==> src/rtl/int_isq_pkg.sv <==
// int_isq_pkg: shared types and helpers for the integer issue queue.
// Holds the entry record, the ROB age compare (used by select and flush),
// and the free-slot / priority-encoder helpers (sized for up to SEL_MAX entries).
package int_isq_pkg;

  localparam int PREG_W      = 6;   // physical register tag width
  localparam int ROB_W       = 5;   // ROB index width (wrap flag carried separately)
  localparam int SEL_MAX     = 64;  // widest entry vector the helpers handle
  localparam int SEL_MAX_LOG = 6;

  // Per-entry control state; the wide payload lives in a side array because
  // its width is an instance parameter.
  typedef struct packed {
    logic [PREG_W-1:0] prs1;
    logic [PREG_W-1:0] prs2;
    logic [PREG_W-1:0] prd;
    logic              src1_is_reg;
    logic              src2_is_reg;
    logic              src1_rdy;
    logic              src2_rdy;
    logic              rob_flag;
    logic [ROB_W-1:0]  rob_idx;
  } isq_entry_t;

  // True when (fa,ia) is strictly older than (fb,ib); the flag flips on ROB wrap.
  function automatic logic is_older(input logic fa, input logic [ROB_W-1:0] ia,
                                    input logic fb, input logic [ROB_W-1:0] ib);
    return ((fa == fb) && (ia < ib)) || ((fa != fb) && (ia > ib));
  endfunction

  // Isolate the lowest set bit.
  function automatic logic [SEL_MAX-1:0] pe_onehot(input logic [SEL_MAX-1:0] v);
    return v & (~v + SEL_MAX'(1));
  endfunction

  // Index of the lowest set bit (0 when none set; callers gate on "any").
  function automatic logic [SEL_MAX_LOG-1:0] lowest_set_idx(input logic [SEL_MAX-1:0] v);
    logic [SEL_MAX_LOG-1:0] idx;
    idx = '0;
    for (int i = SEL_MAX - 1; i >= 0; i--) begin
      if (v[i]) idx = SEL_MAX_LOG'(i);
    end
    return idx;
  endfunction

endpackage

==> src/rtl/int_issue_queue_if.sv <==
// int_issue_queue_if: dispatch, wakeup, flush and issue signals of the issue queue.
// master = dispatch/writeback/execute side, slave = the queue itself.
// Widths follow int_isq_pkg; DEPTH/PAYLOAD_W must match the queue instance.
interface int_issue_queue_if #(
  parameter int DEPTH     = 8,
  parameter int PAYLOAD_W = 128
);
  localparam int PW = int_isq_pkg::PREG_W;
  localparam int RW = int_isq_pkg::ROB_W;
  localparam int CW = $clog2(DEPTH) + 1;

  logic                 enq_valid;
  logic                 enq_ready;
  logic [PW-1:0]        enq_prs1;
  logic [PW-1:0]        enq_prs2;
  logic                 enq_src1_is_reg;
  logic                 enq_src2_is_reg;
  logic                 enq_src1_busy;
  logic                 enq_src2_busy;
  logic [PW-1:0]        enq_prd;
  logic                 enq_robidx_flag;
  logic [RW-1:0]        enq_robidx;
  logic [PAYLOAD_W-1:0] enq_payload;
  logic                 wb0_valid;
  logic                 wb1_valid;
  logic [PW-1:0]        wb0_prd;
  logic [PW-1:0]        wb1_prd;
  logic                 iss_valid;
  logic                 iss_ready;
  logic [PW-1:0]        iss_prs1;
  logic [PW-1:0]        iss_prs2;
  logic [PW-1:0]        iss_prd;
  logic                 iss_src1_is_reg;
  logic                 iss_src2_is_reg;
  logic                 iss_robidx_flag;
  logic [RW-1:0]        iss_robidx;
  logic [PAYLOAD_W-1:0] iss_payload;
  logic                 flush_valid;
  logic                 flush_robidx_flag;
  logic [RW-1:0]        flush_robidx;
  logic [CW-1:0]        count;

  modport master (
    output enq_valid, enq_prs1, enq_prs2, enq_src1_is_reg, enq_src2_is_reg,
           enq_src1_busy, enq_src2_busy, enq_prd, enq_robidx_flag, enq_robidx,
           enq_payload, wb0_valid, wb1_valid, wb0_prd, wb1_prd, iss_ready,
           flush_valid, flush_robidx_flag, flush_robidx,
    input  enq_ready, iss_valid, iss_prs1, iss_prs2, iss_prd, iss_src1_is_reg,
           iss_src2_is_reg, iss_robidx_flag, iss_robidx, iss_payload, count
  );

  modport slave (
    input  enq_valid, enq_prs1, enq_prs2, enq_src1_is_reg, enq_src2_is_reg,
           enq_src1_busy, enq_src2_busy, enq_prd, enq_robidx_flag, enq_robidx,
           enq_payload, wb0_valid, wb1_valid, wb0_prd, wb1_prd, iss_ready,
           flush_valid, flush_robidx_flag, flush_robidx,
    output enq_ready, iss_valid, iss_prs1, iss_prs2, iss_prd, iss_src1_is_reg,
           iss_src2_is_reg, iss_robidx_flag, iss_robidx, iss_payload, count
  );
endinterface

==> src/rtl/int_isq_select.sv <==
// int_isq_select: picks one eligible entry and returns a one-hot grant.
// Purely combinational (0 cycles); no backpressure of its own.
// INT_ISQ_AGE_SELECT_EN: oldest by ROB age; otherwise lowest index wins.
module int_isq_select
  import int_isq_pkg::*;
#(
  parameter int DEPTH = 8
) (
  input  logic [DEPTH-1:0]            i_elig,
  input  logic [DEPTH-1:0]            i_rob_flag,
  input  logic [DEPTH-1:0][ROB_W-1:0] i_rob_idx,
  output logic [DEPTH-1:0]            o_grant,
  output logic                        o_valid
);

  assign o_valid = |i_elig;

`ifdef INT_ISQ_AGE_SELECT_EN
  // Oldest eligible entry wins; equal ages fall back to lower index so the grant stays one-hot.
  always_comb begin
    o_grant = '0;
    for (int i = 0; i < DEPTH; i++) begin
      o_grant[i] = i_elig[i];
      for (int j = 0; j < DEPTH; j++) begin
        if ((j != i) && i_elig[j]) begin
          if (is_older(i_rob_flag[j], i_rob_idx[j], i_rob_flag[i], i_rob_idx[i]) ||
              ((j < i) && (i_rob_flag[j] == i_rob_flag[i]) && (i_rob_idx[j] == i_rob_idx[i])))
            o_grant[i] = 1'b0;
        end
      end
    end
  end
`else
  logic w_unused_age;
  assign o_grant      = DEPTH'(pe_onehot(SEL_MAX'(i_elig)));
  assign w_unused_age = ^{i_rob_flag, i_rob_idx};
`endif

endmodule

==> src/rtl/int_issue_queue.sv <==
// int_issue_queue: out-of-order integer issue queue with wakeup, select and ROB-age flush.
// Latency: enqueue-to-issue min 1 cycle (same-cycle wakeup bypass at enqueue).
// Backpressure: enq_ready from registered count (and not during flush); iss held while iss_ready low.
// Option macro INT_ISQ_AGE_SELECT_EN switches select from lowest-index to oldest-first.
module int_issue_queue
  import int_isq_pkg::*;
#(
  parameter int DEPTH     = 8,
  parameter int PAYLOAD_W = 128
) (
  input  logic               clock,
  input  logic               reset,
  int_issue_queue_if.slave   io
);

  localparam int IW = $clog2(DEPTH);
  localparam int CW = IW + 1;

  isq_entry_t            r_ent   [DEPTH];
  logic [PAYLOAD_W-1:0]  r_pay   [DEPTH];
  logic [DEPTH-1:0]      r_valid;
  logic [CW-1:0]         r_count;

  isq_entry_t            w_ent_nxt [DEPTH];
  isq_entry_t            w_enq_ent;
  logic [DEPTH-1:0]      w_valid_nxt;
  logic [DEPTH-1:0]      w_elig;
  logic [DEPTH-1:0]      w_grant;
  logic                  w_any;
  logic [DEPTH-1:0]      w_rob_flag;
  logic [DEPTH-1:0][ROB_W-1:0] w_rob_idx;
  logic [IW-1:0]         w_free_idx;
  logic                  w_enq_fire;
  logic                  w_iss_fire;

  // Handshakes; an entry freed by issue only becomes reusable once count updates.
  assign io.enq_ready = ~reset & (r_count < CW'(DEPTH)) & ~io.flush_valid;
  assign w_enq_fire   = io.enq_valid & io.enq_ready;
  assign io.iss_valid = w_any & ~io.flush_valid;
  assign w_iss_fire   = io.iss_valid & io.iss_ready;
  assign io.count     = r_count;
  assign w_free_idx   = IW'(lowest_set_idx(SEL_MAX'(~r_valid)));

  // Eligibility vector and age fields for the selector.
  always_comb begin
    w_elig     = '0;
    w_rob_flag = '0;
    w_rob_idx  = '0;
    for (int i = 0; i < DEPTH; i++) begin
      w_elig[i]     = r_valid[i] & r_ent[i].src1_rdy & r_ent[i].src2_rdy;
      w_rob_flag[i] = r_ent[i].rob_flag;
      w_rob_idx[i]  = r_ent[i].rob_idx;
    end
  end

  int_isq_select #(.DEPTH(DEPTH)) u_select (
    .i_elig     (w_elig),
    .i_rob_flag (w_rob_flag),
    .i_rob_idx  (w_rob_idx),
    .o_grant    (w_grant),
    .o_valid    (w_any)
  );

  // Issue mux driven by the one-hot grant.
  always_comb begin
    io.iss_prs1        = '0;
    io.iss_prs2        = '0;
    io.iss_prd         = '0;
    io.iss_src1_is_reg = 1'b0;
    io.iss_src2_is_reg = 1'b0;
    io.iss_robidx_flag = 1'b0;
    io.iss_robidx      = '0;
    io.iss_payload     = '0;
    for (int i = 0; i < DEPTH; i++) begin
      if (w_grant[i]) begin
        io.iss_prs1        = r_ent[i].prs1;
        io.iss_prs2        = r_ent[i].prs2;
        io.iss_prd         = r_ent[i].prd;
        io.iss_src1_is_reg = r_ent[i].src1_is_reg;
        io.iss_src2_is_reg = r_ent[i].src2_is_reg;
        io.iss_robidx_flag = r_ent[i].rob_flag;
        io.iss_robidx      = r_ent[i].rob_idx;
        io.iss_payload     = r_pay[i];
      end
    end
  end

  // Incoming entry, with readiness bypassed from this cycle's writebacks.
  always_comb begin
    w_enq_ent             = '0;
    w_enq_ent.prs1        = io.enq_prs1;
    w_enq_ent.prs2        = io.enq_prs2;
    w_enq_ent.prd         = io.enq_prd;
    w_enq_ent.src1_is_reg = io.enq_src1_is_reg;
    w_enq_ent.src2_is_reg = io.enq_src2_is_reg;
    w_enq_ent.rob_flag    = io.enq_robidx_flag;
    w_enq_ent.rob_idx     = io.enq_robidx;
    w_enq_ent.src1_rdy    = ~io.enq_src1_is_reg | ~io.enq_src1_busy |
                            (io.wb0_valid & (io.wb0_prd == io.enq_prs1)) |
                            (io.wb1_valid & (io.wb1_prd == io.enq_prs1));
    w_enq_ent.src2_rdy    = ~io.enq_src2_is_reg | ~io.enq_src2_busy |
                            (io.wb0_valid & (io.wb0_prd == io.enq_prs2)) |
                            (io.wb1_valid & (io.wb1_prd == io.enq_prs2));
  end

  // Next state: wakeup, flush of younger entries, issue dealloc, then enqueue.
  always_comb begin
    w_valid_nxt = r_valid;
    w_ent_nxt   = r_ent;
    for (int i = 0; i < DEPTH; i++) begin
      if (r_ent[i].src1_is_reg &&
          ((io.wb0_valid && (io.wb0_prd == r_ent[i].prs1)) ||
           (io.wb1_valid && (io.wb1_prd == r_ent[i].prs1))))
        w_ent_nxt[i].src1_rdy = 1'b1;
      if (r_ent[i].src2_is_reg &&
          ((io.wb0_valid && (io.wb0_prd == r_ent[i].prs2)) ||
           (io.wb1_valid && (io.wb1_prd == r_ent[i].prs2))))
        w_ent_nxt[i].src2_rdy = 1'b1;
      if (io.flush_valid &&
          is_older(io.flush_robidx_flag, io.flush_robidx, r_ent[i].rob_flag, r_ent[i].rob_idx))
        w_valid_nxt[i] = 1'b0;
    end
    if (w_iss_fire) w_valid_nxt = w_valid_nxt & ~w_grant;
    if (w_enq_fire) begin
      w_valid_nxt[w_free_idx] = 1'b1;
      w_ent_nxt[w_free_idx]   = w_enq_ent;
    end
  end

  // Control state registers; count tracks the population of the valid vector.
  always_ff @(posedge clock or posedge reset) begin
    if (reset) begin
      r_valid <= '0;
      r_count <= '0;
      for (int i = 0; i < DEPTH; i++) r_ent[i] <= '0;
    end else begin
      r_valid <= w_valid_nxt;
      r_count <= CW'($countones(w_valid_nxt));
      r_ent   <= w_ent_nxt;
    end
  end

  // Payload storage, written only on enqueue (no reset needed: guarded by valid).
  always_ff @(posedge clock) begin
    if (w_enq_fire) r_pay[w_free_idx] <= io.enq_payload;
  end

endmodule

==> src/flat_wrapper.sv <==
// flat-port wrapper written by rule: the top's interface ports become plain ports
module int_issue_queue_flat import int_isq_pkg::*;
#(
  parameter int DEPTH     = 8,
  parameter int PAYLOAD_W = 128
)
  (clock, reset, io_enq_valid, io_enq_prs1, io_enq_prs2, io_enq_src1_is_reg, io_enq_src2_is_reg, io_enq_src1_busy, io_enq_src2_busy, io_enq_prd, io_enq_robidx_flag, io_enq_robidx, io_enq_payload, io_wb0_valid, io_wb1_valid, io_wb0_prd, io_wb1_prd, io_iss_ready, io_flush_valid, io_flush_robidx_flag, io_flush_robidx, io_enq_ready, io_iss_valid, io_iss_prs1, io_iss_prs2, io_iss_prd, io_iss_src1_is_reg, io_iss_src2_is_reg, io_iss_robidx_flag, io_iss_robidx, io_iss_payload, io_count);
  int_issue_queue_if #(.DEPTH(DEPTH), .PAYLOAD_W(PAYLOAD_W)) io_i ();
  input  logic clock;
  input  logic reset;
  input wire logic [$bits(io_i.enq_valid)-1:0] io_enq_valid;
  input wire logic [$bits(io_i.enq_prs1)-1:0] io_enq_prs1;
  input wire logic [$bits(io_i.enq_prs2)-1:0] io_enq_prs2;
  input wire logic [$bits(io_i.enq_src1_is_reg)-1:0] io_enq_src1_is_reg;
  input wire logic [$bits(io_i.enq_src2_is_reg)-1:0] io_enq_src2_is_reg;
  input wire logic [$bits(io_i.enq_src1_busy)-1:0] io_enq_src1_busy;
  input wire logic [$bits(io_i.enq_src2_busy)-1:0] io_enq_src2_busy;
  input wire logic [$bits(io_i.enq_prd)-1:0] io_enq_prd;
  input wire logic [$bits(io_i.enq_robidx_flag)-1:0] io_enq_robidx_flag;
  input wire logic [$bits(io_i.enq_robidx)-1:0] io_enq_robidx;
  input wire logic [$bits(io_i.enq_payload)-1:0] io_enq_payload;
  input wire logic [$bits(io_i.wb0_valid)-1:0] io_wb0_valid;
  input wire logic [$bits(io_i.wb1_valid)-1:0] io_wb1_valid;
  input wire logic [$bits(io_i.wb0_prd)-1:0] io_wb0_prd;
  input wire logic [$bits(io_i.wb1_prd)-1:0] io_wb1_prd;
  input wire logic [$bits(io_i.iss_ready)-1:0] io_iss_ready;
  input wire logic [$bits(io_i.flush_valid)-1:0] io_flush_valid;
  input wire logic [$bits(io_i.flush_robidx_flag)-1:0] io_flush_robidx_flag;
  input wire logic [$bits(io_i.flush_robidx)-1:0] io_flush_robidx;
  output wire logic [$bits(io_i.enq_ready)-1:0] io_enq_ready;
  output wire logic [$bits(io_i.iss_valid)-1:0] io_iss_valid;
  output wire logic [$bits(io_i.iss_prs1)-1:0] io_iss_prs1;
  output wire logic [$bits(io_i.iss_prs2)-1:0] io_iss_prs2;
  output wire logic [$bits(io_i.iss_prd)-1:0] io_iss_prd;
  output wire logic [$bits(io_i.iss_src1_is_reg)-1:0] io_iss_src1_is_reg;
  output wire logic [$bits(io_i.iss_src2_is_reg)-1:0] io_iss_src2_is_reg;
  output wire logic [$bits(io_i.iss_robidx_flag)-1:0] io_iss_robidx_flag;
  output wire logic [$bits(io_i.iss_robidx)-1:0] io_iss_robidx;
  output wire logic [$bits(io_i.iss_payload)-1:0] io_iss_payload;
  output wire logic [$bits(io_i.count)-1:0] io_count;
  assign io_i.enq_valid = io_enq_valid;
  assign io_i.enq_prs1 = io_enq_prs1;
  assign io_i.enq_prs2 = io_enq_prs2;
  assign io_i.enq_src1_is_reg = io_enq_src1_is_reg;
  assign io_i.enq_src2_is_reg = io_enq_src2_is_reg;
  assign io_i.enq_src1_busy = io_enq_src1_busy;
  assign io_i.enq_src2_busy = io_enq_src2_busy;
  assign io_i.enq_prd = io_enq_prd;
  assign io_i.enq_robidx_flag = io_enq_robidx_flag;
  assign io_i.enq_robidx = io_enq_robidx;
  assign io_i.enq_payload = io_enq_payload;
  assign io_i.wb0_valid = io_wb0_valid;
  assign io_i.wb1_valid = io_wb1_valid;
  assign io_i.wb0_prd = io_wb0_prd;
  assign io_i.wb1_prd = io_wb1_prd;
  assign io_i.iss_ready = io_iss_ready;
  assign io_i.flush_valid = io_flush_valid;
  assign io_i.flush_robidx_flag = io_flush_robidx_flag;
  assign io_i.flush_robidx = io_flush_robidx;
  assign io_enq_ready = io_i.enq_ready;
  assign io_iss_valid = io_i.iss_valid;
  assign io_iss_prs1 = io_i.iss_prs1;
  assign io_iss_prs2 = io_i.iss_prs2;
  assign io_iss_prd = io_i.iss_prd;
  assign io_iss_src1_is_reg = io_i.iss_src1_is_reg;
  assign io_iss_src2_is_reg = io_i.iss_src2_is_reg;
  assign io_iss_robidx_flag = io_i.iss_robidx_flag;
  assign io_iss_robidx = io_i.iss_robidx;
  assign io_iss_payload = io_i.iss_payload;
  assign io_count = io_i.count;
  int_issue_queue #(.DEPTH(DEPTH), .PAYLOAD_W(PAYLOAD_W)) u_core (.clock(clock), .reset(reset), .io(io_i));
endmodule
==> config.mk <==
export PLATFORM = sky130hd
export DESIGN_NAME = int_issue_queue_flat
export DESIGN_NICKNAME = d
export VERILOG_FILES = /design/src/rtl/int_isq_pkg.sv /design/src/rtl/int_issue_queue_if.sv /design/src/rtl/int_isq_select.sv /design/src/rtl/int_issue_queue.sv /design/src/flat_wrapper.sv
export SDC_FILE = /design/constraint.sdc
export NUM_CORES = 2
export LEC_CHECK = 0
export BUFFER_PORTS_ARGS = -buffer_cell sky130_fd_sc_hd__buf_2
export CELL_PAD_IN_SITES_DETAIL_PLACEMENT = 0
export CELL_PAD_IN_SITES_GLOBAL_PLACEMENT = 1
export CORE_MARGIN = 2
export CORE_UTILIZATION = 51
export DETAILED_ROUTE_END_ITERATION = 7
export PLACE_DENSITY_LB_ADDON = 0.1
export REMOVE_ABC_BUFFERS = 1
export SYNTH_ARGS = -nofsm -noshare
export SYNTH_HDL_FRONTEND = slang
export SYNTH_SLANG_ARGS = --single-unit
==> constraint.sdc <==
create_clock -name clock -period 9.6 [get_ports clock]
set_input_delay 1.92 -clock clock [delete_from_list [all_inputs] [get_ports clock]]
set_output_delay 1.92 -clock clock [all_outputs]
set_load 0.02 [all_outputs]
==> run_results.csv <==
group,metric,value,unit
routing,drcViolationCount,0,
global_routing,grt_max_degree,155,
power,leakage,22.0,nW
power,power.share.clock,34.3,%
critical_path,startpoint_type,"register",
floorplan,dieWidth,328,um
floorplan,start_util,51.5,%
floorplan,core,104000,um^2
sta,setup_viol,0,
sta,period_share,71.7,%
cts,cts_buffers,134,
global_routing,antenna_found_initial,21,
critical_path,path_class,"register to output port",
yosys,ys_ff_latch,1260,
cells_and_area,area.growth.synth_to_final,13.4,%
routing,firstDrtPassIters,7,
power,p_per_area,244,nW/um^2
critical_path,worstSetupEndpointType,"output port",
cts,htreeDepth,4,
yosys,ys.flop_type,"edfxtp_1",
yosys,synth-edff-count,1024,
cts,ctsRootBufferMaster,"clkbuf_16",
sta,final-hold-violation-count,0,
critical_path,crit_buf_inv,3,
placed_design,placed_cell_area,56300,um^2
cells_and_area,fin_area,60600,um^2
cts,tritoncts,"built",
routing,num_vias,34700,
placed_design,gp_congestion,0.852,
cts,cts_buffer_depth,3,
sta,slew_headroom,9.52,%
routing,wl,154000,um
power,peakVddDrop,201,uV
sta,fin_worst_skew,0.0222,ns
yosys,synth_area_per_cell,13.8,um^2
cells_and_area,fillers,8314,
critical_path,crit_chain,"and3_4, buf_4, buf_4, a21oi_1, a21oi_1, o21ai_0, a31oi_1, buf_2",
global_routing,grt_pass1_vias,34400,
floorplan,die_h,328,um
routing,ant_nets,0,
floorplan,dieArea,107000,um^2
placed_design,io_buffers,340,
cts,clk_pin_slew_worst_paths,0.06,ns
sta,grt_setup_unrepaired,"no",
power,p_comb_share,23.1,%
yosys,syn_area,53500,um^2
cts,clock_latency,0.75,ns
critical_path,cp_max_fo,64,
critical_path,slowest_stage,"buf_4",
global_routing,track_usage,28.4,%
cells_and_area,drive_gt1_share,17.8,%
sta,period_minus_slack,6.88,ns
sta,clock.fmax,145,MHz
routing,avgViaCountPerCell,6.19,
cts,ctsResizeCount,0,
routing,wire_per_inst,27.4,um
sta,worstMarginPinSlew,1.36,ns
power,p_seq_share,42.5,%
cts,cts_hold_buf,0,
cts,cts_num_sinks,1260,
cells_and_area,stdcell_count,5604,
global_routing,grt-ovfl-total,0,
placed_design,post-place-cells,5356,
cells_and_area,fin_nets,4343,
placed_design,dp_hpwl,82800,um
power,switching_share,31.2,%
critical_path,r2r_slack,4.38,ns
power,internal_power,10.2,mW
floorplan,ioPinCount,341,
critical_path,critPathMaxStageDelay,0.88,ns
floorplan,core.rowCount,118,
yosys,ys_types,66,
critical_path,critPathRequiredTime,7.68,ns
sta,slew_viol_final,0,
routing,drt-initial-drc-count,3656,
worst_hold_path,min-delay-path-class,"register to register",
yosys,syn-instance-count,3880,
critical_path,crit_family,"buffers and inverters",
placed_design,place_ws,3.31,ns
critical_path,cp.arrival,4.96,ns
sta,setup_slack,2.72,ns
cts,cts_setup_buffers,0,
yosys,async_flop_share,18.7,%
power,power.total,14.8,mW
sta,fin_hold_ws,0.488,ns
run_status,status,"finished clean",
yosys,synth_warnings,0,
job,drv_cap,0,
yosys,seq_area_frac_synth,68.6,%
power,p_switching,4.62,mW
global_routing,grt_pass1_wl,227000,um
[per-layer routing]
layer  share of wire (%)  track usage (%)  vias up
li1                    -                -    15300
met2                  47             45.5     1348
met3                 7.6             6.02      240
met4                 2.1             7.81       22
met1                  43             39.5    17800
met5               0.087                0        -
[cells by family after synthesis]
family                     synth area share (%)
adders and majority gates                  1.23
AOI/OAI and AO/OA                          13.4
xor gates and xnor gates                   3.67
and+or+nand+nor                            6.57
buffers and inverters                      2.66
muxes                                      3.91
DFF                                        68.6
[Yosys cell counts (all sizes together), types with 4 or more instances]
cell type  instances  area [um^2]
edfxtp          1024        30700
a21oi            349         1750
o21ai            239         1200
dfrtp            236         5910
nand2            221          855
nor2             210          788
clkbuf           196          737
mux2             184         2070
a221o            123         1230
a222oi           118         1180
nand2b           116          726
o21a             114          856
xnor2            114          998
xor2             110          963
buf              103          488
nand3             72          365
inv               52          195
ha                46          576
nand4             41          272
nor4              40          256
o22ai             33          206
a31oi             31          194
a21o              13         97.6
a22oi             12         90.1
and3               9         56.3
o211ai             9         72.6
a221oi             8         70.1
nor3               7         56.3
a22o               6         52.6
nor2b              5         31.3
fa                 4         80.1
o21bai             4         30.0
[worst reg2reg max path, cell delays in order (launching register included)]
cell and delay, ns:
dfrtp_1 0.50, nand3_2 0.28, buf_4 0.55, nand3_4 0.71, buf_4 0.62, nor3_1 0.26
o21bai_1 0.19, ha_1 0.32, inv_1 0.06, fa_1 0.42, inv_1 0.09, fa_1 0.42
ha_1 0.21, fa_1 0.47
[flip-flops by register name, indices dropped and copies added (netlist names)]
register,cells
u_core.r_ent,224
u_core.io.count,4
u_core.r_valid,8
u_core.r_pay,1024
[layout by cell type (no fill, tap or decap), drive strengths merged, types with 114 or more instances in the layout]
cell type     n
dfrtp       236
clkbuf      170
o21a        114
edfxtp     1024
mux2        184
buf         395
o21ai       239
a221o       123
nor2        210
a222oi      118
a21oi       349
nand2b      116
xnor2       114
nand2       221
[power by group through the flow]
| stage | logic (mW) | registers (mW) | clock network, mW |
|---|---|---|---|
| final | 3.42 | 6.29 | 5.08 |
| after global routing | 3.66 | 6.31 | 5.38 |
| after detailed placement | 3.42 | 6.40 | 0 |
| after CTS | 3.45 | 6.29 | 5.16 |
| after floorplan | 2.17 | 6.38 | 0 |
| after global placement | 3.42 | 6.39 | 0 |
[through the flow]
step	util [%]	TNS (ns)
after CTS	58.4	0
final	58.4	0
after global placement	54.3	0
after detailed placement	54.3	0
after global routing	58.4	0
after floorplan	-	-1556.30
[final cells by class]
class                   count  area, um^2  area share, %
diodes                      5        12.5         0.0206
multi-input cells        2269       15500           25.6
flip-flops and latches   1260       36700           60.5
well taps                1380        1730           2.85
clock inverters            73         673           1.11
repair buffers            395        2180           3.59
inverters                  52         225          0.372
clock buffers             170        3610           5.96
[final timing paths]
kind,startpoint,to,cells after the start
worst min register to register,u_core.r_ent[88],u_core.r_ent[88],1
worst min-delay path,u_core.r_ent[88],u_core.r_ent[88],1
worst max register to register,u_core.r_valid[0],u_core.io.count[2],13
min in group asynchronous,reset,u_core.io.count[2],2
worst max-delay path,u_core.r_valid[1],io_iss_payload[7],8
max in group asynchronous,reset,u_core.r_ent[164],3
Power figures use the tool's default switching activity.
